==> src/rtl/main_ingress_shaper.sv <==
// Ingress shaper in front of the Main FIFO write port: buffers source words in a
// small FIFO and issues one registered write per cycle when Main is not full or paused.
module main_ingress_shaper #(
  parameter int BW    = 6,
  parameter int DEPTH = 4,
  parameter int CW    = 8
) (
  input  logic          clk,
  input  logic          reset_L,
  input  logic          enable,
  input  logic          in_valid,
  input  logic [BW-1:0] in_data,
  output logic          in_ready,
  input  logic          main_full,
  input  logic          main_pause,
  output logic          main_wr,
  output logic [BW-1:0] main_data,
  output logic [CW-1:0] pkt_count,
  output logic [CW-1:0] stall_count,
  output logic          overflow_err,
  output logic          idle,
  output logic [1:0]    fsm_state
);

  localparam int AW = $clog2(DEPTH);

  typedef enum logic [1:0] {
    IDLE  = 2'd0,
    SEND  = 2'd1,
    STALL = 2'd2
  } state_t;

  // Handshake: a word transfers on a rising edge where in_valid && in_ready.
  // The source keeps in_valid and in_data stable until that happens. in_ready
  // does not depend on in_valid.

  state_t        state;
  logic [BW-1:0] mem [DEPTH];
  logic [AW-1:0] wr_ptr;
  logic [AW-1:0] rd_ptr;
  logic [AW:0]   count;
  logic [AW:0]   count_next;
  logic          issue;
  logic          push;

  assign issue     = (count != '0) && enable && !main_full && !main_pause;
  // A full buffer still accepts when the head leaves in the same cycle.
  assign in_ready  = (count < (AW+1)'(DEPTH)) || issue;
  assign push      = in_valid && in_ready;
  assign fsm_state = state;

  always_comb begin
    count_next = count;
    if (push && !issue) begin
      count_next = count + (AW+1)'(1);
    end else if (!push && issue) begin
      count_next = count - (AW+1)'(1);
    end
  end

  always_ff @(posedge clk) begin
    if (push) begin
      mem[wr_ptr] <= in_data;
    end
  end

  always_ff @(posedge clk) begin
    if (reset_L) begin
      state        <= IDLE;
      wr_ptr       <= '0;
      rd_ptr       <= '0;
      count        <= '0;
      main_wr      <= 1'b0;
      main_data    <= '0;
      pkt_count    <= '0;
      stall_count  <= '0;
      overflow_err <= 1'b0;
      idle         <= 1'b1;
    end else begin
      count   <= count_next;
      main_wr <= issue;
      if (push) begin
        wr_ptr <= wr_ptr + AW'(1);
      end
      if (issue) begin
        rd_ptr    <= rd_ptr + AW'(1);
        main_data <= mem[rd_ptr];
      end
      if (main_wr) begin
        pkt_count <= pkt_count + CW'(1);
      end
      if (state == STALL && stall_count != '1) begin
        stall_count <= stall_count + CW'(1);
      end
      if (main_wr && main_full) begin
        overflow_err <= 1'b1;
      end
      // Only IDLE can stay IDLE, and IDLE never issues, so next main_wr is 0 there.
      idle <= (state == IDLE) && !push;

      case (state)
        IDLE: begin
          if (push) begin
            state <= SEND;
          end
        end
        SEND: begin
          if (count_next == '0) begin
            state <= IDLE;
          end else if (!issue) begin
            state <= STALL;
          end
        end
        STALL: begin
          if (issue) begin
            state <= (count_next == '0) ? IDLE : SEND;
          end
        end
        default: state <= IDLE;
      endcase
    end
  end

endmodule

==> config.mk <==
export PLATFORM = sky130hd
export DESIGN_NAME = main_ingress_shaper
export DESIGN_NICKNAME = d
export VERILOG_FILES = /design/src/rtl/main_ingress_shaper.sv
export SDC_FILE = /design/constraint.sdc
export NUM_CORES = 1
export LEC_CHECK = 0
export CELL_PAD_IN_SITES_DETAIL_PLACEMENT = 2
export CELL_PAD_IN_SITES_GLOBAL_PLACEMENT = 2
export CORE_MARGIN = 2
export CORE_UTILIZATION = 37
export DETAILED_ROUTE_END_ITERATION = 8
export GPL_TIMING_DRIVEN = 0
export PLACE_DENSITY = 0.81
export RECOVER_POWER = 50
export SLEW_MARGIN = 0
export SYNTH_ARGS = -nofsm -noshare
export SYNTH_HDL_FRONTEND = slang
export SYNTH_SLANG_ARGS = --single-unit
==> constraint.sdc <==
create_clock -name clk -period 5.01 [get_ports clk]
set_clock_uncertainty 0.05 [all_clocks]
set_input_delay 0.7515 -clock clk [delete_from_list [all_inputs] [get_ports clk]]
set_output_delay 0.7515 -clock clk [all_outputs]
set_load 0.005 [all_outputs]
==> results.py <==
metrics = {
    "run_status": {
        "status": "finished clean",
    },
    "routing": {
        "drtAntennaViolNets": 0,
        "drtPass1Iterations": 4,
        "drt_iter0_drc": 67,
        "drc": 0,
        "via_count": 1842,
        "vias_per_cell": 5.20,
        "avgRoutedWirePerCell_um": 19.0,
        "wl_um": 6720,
    },
    "worst_setup_path": {
        "max_stage_delay_ns": 0.60,
        "crit_arrival_ns": 2.40,
        "cp-start-kind": "input pin",
        "crit_path_top_delay_cell": "dlygate4sd3_1",
        "required_ns": 4.21,
        "crit_chain": "dlygate4sd3_1 -> or3b_4 -> nand2_1 -> clkdlybuf4s50_1",
        "setup.worst_path.end_class": "output pin",
        "worstSetupPathType": "in -> out",
        "crit_fanout": 4,
        "reg2reg_slack_ns": 2.77,
    },
    "timing": {
        "fin_hold_ws_ns": 0.411,
        "fin_crit_sh_pct": 63.9,
        "rsz0062_at_grt": "no",
        "worst_pin_slew_ns": 1.16,
        "hold_viol_final": 0,
        "fin_tns_setup_ns": 0,
        "slew_headroom_pct": 22.2,
        "slew_viol_final": 0,
        "fmax_mhz": 312,
        "fin_crit_ns": 3.20,
        "final-setup-viol-count": 0,
    },
    "power_and_ir_drop": {
        "powerDensity_nw_per_um2": 364,
        "ir_drop_uv": 185,
        "p_leak_nw": 1.13,
    },
    "yosys": {
        "synth_area_leaders": "edfxtp_1, dfxtp_1, mux4_2",
        "ys_seq_elements": 58,
        "synth_area_leader_cell": "edfxtp_1",
        "synthCells": 221,
        "yosysWarnings": 0,
        "synth_edf_count": 24,
        "yosys_most_used_dff": "dfxtp_1",
        "synth_area_sq_um": 2510,
        "syn-num-nets": 242,
        "async_reset_ff_share_pct": 0,
        "yosysSeqAreaShare_pct": 55.8,
        "syn_area_per_cell_sq_um": 11.4,
        "yosysTopAreaCellShare_pct": 28.7,
        "synth_cell_type_count": 41,
    },
    "cts": {
        "hold_buffers": 0,
        "cts_sinks": 58,
        "worst_skew_pair.late_latency_ns": 0.34,
        "htree_levels": 3,
        "clk_path_buf_depth": 2,
        "clk_pin_slew_ns": 0.07,
        "root_buffer": "clkbuf_8",
        "postCtsSetupBuffers": 0,
        "cts_tree": "built",
        "cts_resized": 0,
        "cts_made_buffers": 9,
    },
    "placement": {
        "gp_congestion": 0.764,
        "hpwl_um": 4170,
        "dpl_cell_area_sq_um": 2980,
        "port_buffers": 37,
    },
    "die": {
        "die_w_um": 86.4,
        "pin_count": 40,
        "row_count": 30,
        "coreArea_sq_um": 6680,
        "fp.dieH_um": 86.4,
        "start_util_pct": 37.6,
        "fp.dieArea_sq_um": 7460,
    },
    "global_routing": {
        "antenna_found_initial": 0,
        "grt_pass1_vias": 1991,
        "grt_overflow": 0,
        "track_usage_pct": 19.5,
        "grt_pass1_wl_um": 10900,
        "grt_max_degree": 13,
    },
    "cells_and_area": {
        "mostFrequentLayoutCells": "dfxtp_1, nand2_1, edfxtp_1",
        "drive_gt1_share_pct": 12.0,
        "num-fill-cells": 692,
        "antennaDiodeCount": 0,
        "final_net_count": 290,
        "area_growth_pct": 27.5,
        "fin_area_sq_um": 3200,
        "layout_commonest_cell": "dfxtp_1",
    },
    "job": {
        "maxCapViolCount": 0,
    },
    "hold_path": {
        "hold_class": "reg -> reg",
    },
}
worst paths after layout:
check	from	to	depth (start not counted)
worst max-delay path	main_full	in_ready	4
worst min-delay path	main_data[1]$_SDFFE_PP0P_	main_data[1]$_SDFFE_PP0P_	2
worst max register to register	count[0]$_SDFF_PP0_	fsm_state[1]$_SDFFE_PP0P_	7
worst min register to register	main_data[1]$_SDFFE_PP0P_	main_data[1]$_SDFFE_PP0P_	2
report_power, final:
part	switching (mW)	internal (mW)	total (mW)	leakage, nW
Sequential	0.0145	0.515	0.530	0.496
Clock	0.218	0.284	0.502	0.110
Combinational	0.0736	0.0604	0.134	0.521
Total	0.306	0.860	1.17	1.13
cell type report:
class	count	area [sq um]	area share (%)
plain buffers	11	53.8	1.68
repair buffers	37	370	11.6
multi-input cells	144	1020	31.8
well taps	80	100	3.13
clock buffers	9	124	3.87
inverters	8	30.0	0.938
clock inverters	7	103	3.21
flip-flops and latches	58	1400	43.8
synthesized netlist by cell type, types with 2 or more instances:
cell       n
or3_1      4
nand2_1   26
o21ai_0    4
inv_1      8
nand4_1    4
xor2_1     6
nand3_1    6
dfxtp_1   34
ha_1       9
a21oi_2    2
nor2b_1    2
nor2_1    20
mux2i_1    3
clkbuf_1   6
and2_1     4
buf_1      2
a21oi_1   14
xnor2_1    9
edfxtp_1  24
nor3_1     8
mux4_2     6
registers in the layout, summed over array words and instances (netlist names):
| signal | flops |
|---|---|
| mem | 24 |
| pkt_count | 8 |
| stall_count | 8 |
| main_data | 6 |
| count | 3 |
| fsm_state | 2 |
| rd_ptr | 2 |
| wr_ptr | 2 |
| idle | 1 |
| main_wr | 1 |
| overflow_err | 1 |
stage by stage:
| step | utilization (%) | std cells | power, mW | setup WS, ns |
|---|---|---|---|---|
| 2_1_floorplan | - | 221 | 0.624 | 2.95 |
| 3_3_place_gp | 44.6 | 338 | 0.669 | 1.91 |
| 3_5_place_dp | 44.6 | 338 | 0.674 | 1.91 |
| 4_1_cts | 48.0 | 354 | 1.19 | 1.91 |
| 5_1_grt | 47.9 | 354 | 1.22 | 1.76 |
| 6_report | 47.9 | 354 | 1.17 | 1.81 |
kinds of logic (layout without fill, tap and decap cells):
group	Yosys count	in the layout	synth area share, %
and+or+nand+nor	81	81	16.0
DFF	58	58	55.8
AOI/OAI and AO/OA	29	29	8.07
buffers and inverters	19	72	3.34
xor gates and xnor gates	15	15	5.23
muxes	10	10	7.03
adders and majority gates	9	9	4.48
routing by layer:
| metal | global-route usage [%] | part of all wire [%] | wire (um) |
|---|---|---|---|
| met1 | 25.0 | 45 | 3050 |
| met2 | 32.2 | 51 | 3410 |
| met4 | 7.39 | 1.5 | 101 |
| met3 | 4.29 | 2.4 | 158 |
| met5 | 0 | 0 | 0 |
critical path, delay by kind of cell:
family / cells / cell delay [ns]
and+or+nand+nor: 2 / 0.54
buffers and inverters: 2 / 1.10
Note: power is estimated with default switching activity, not from simulation.
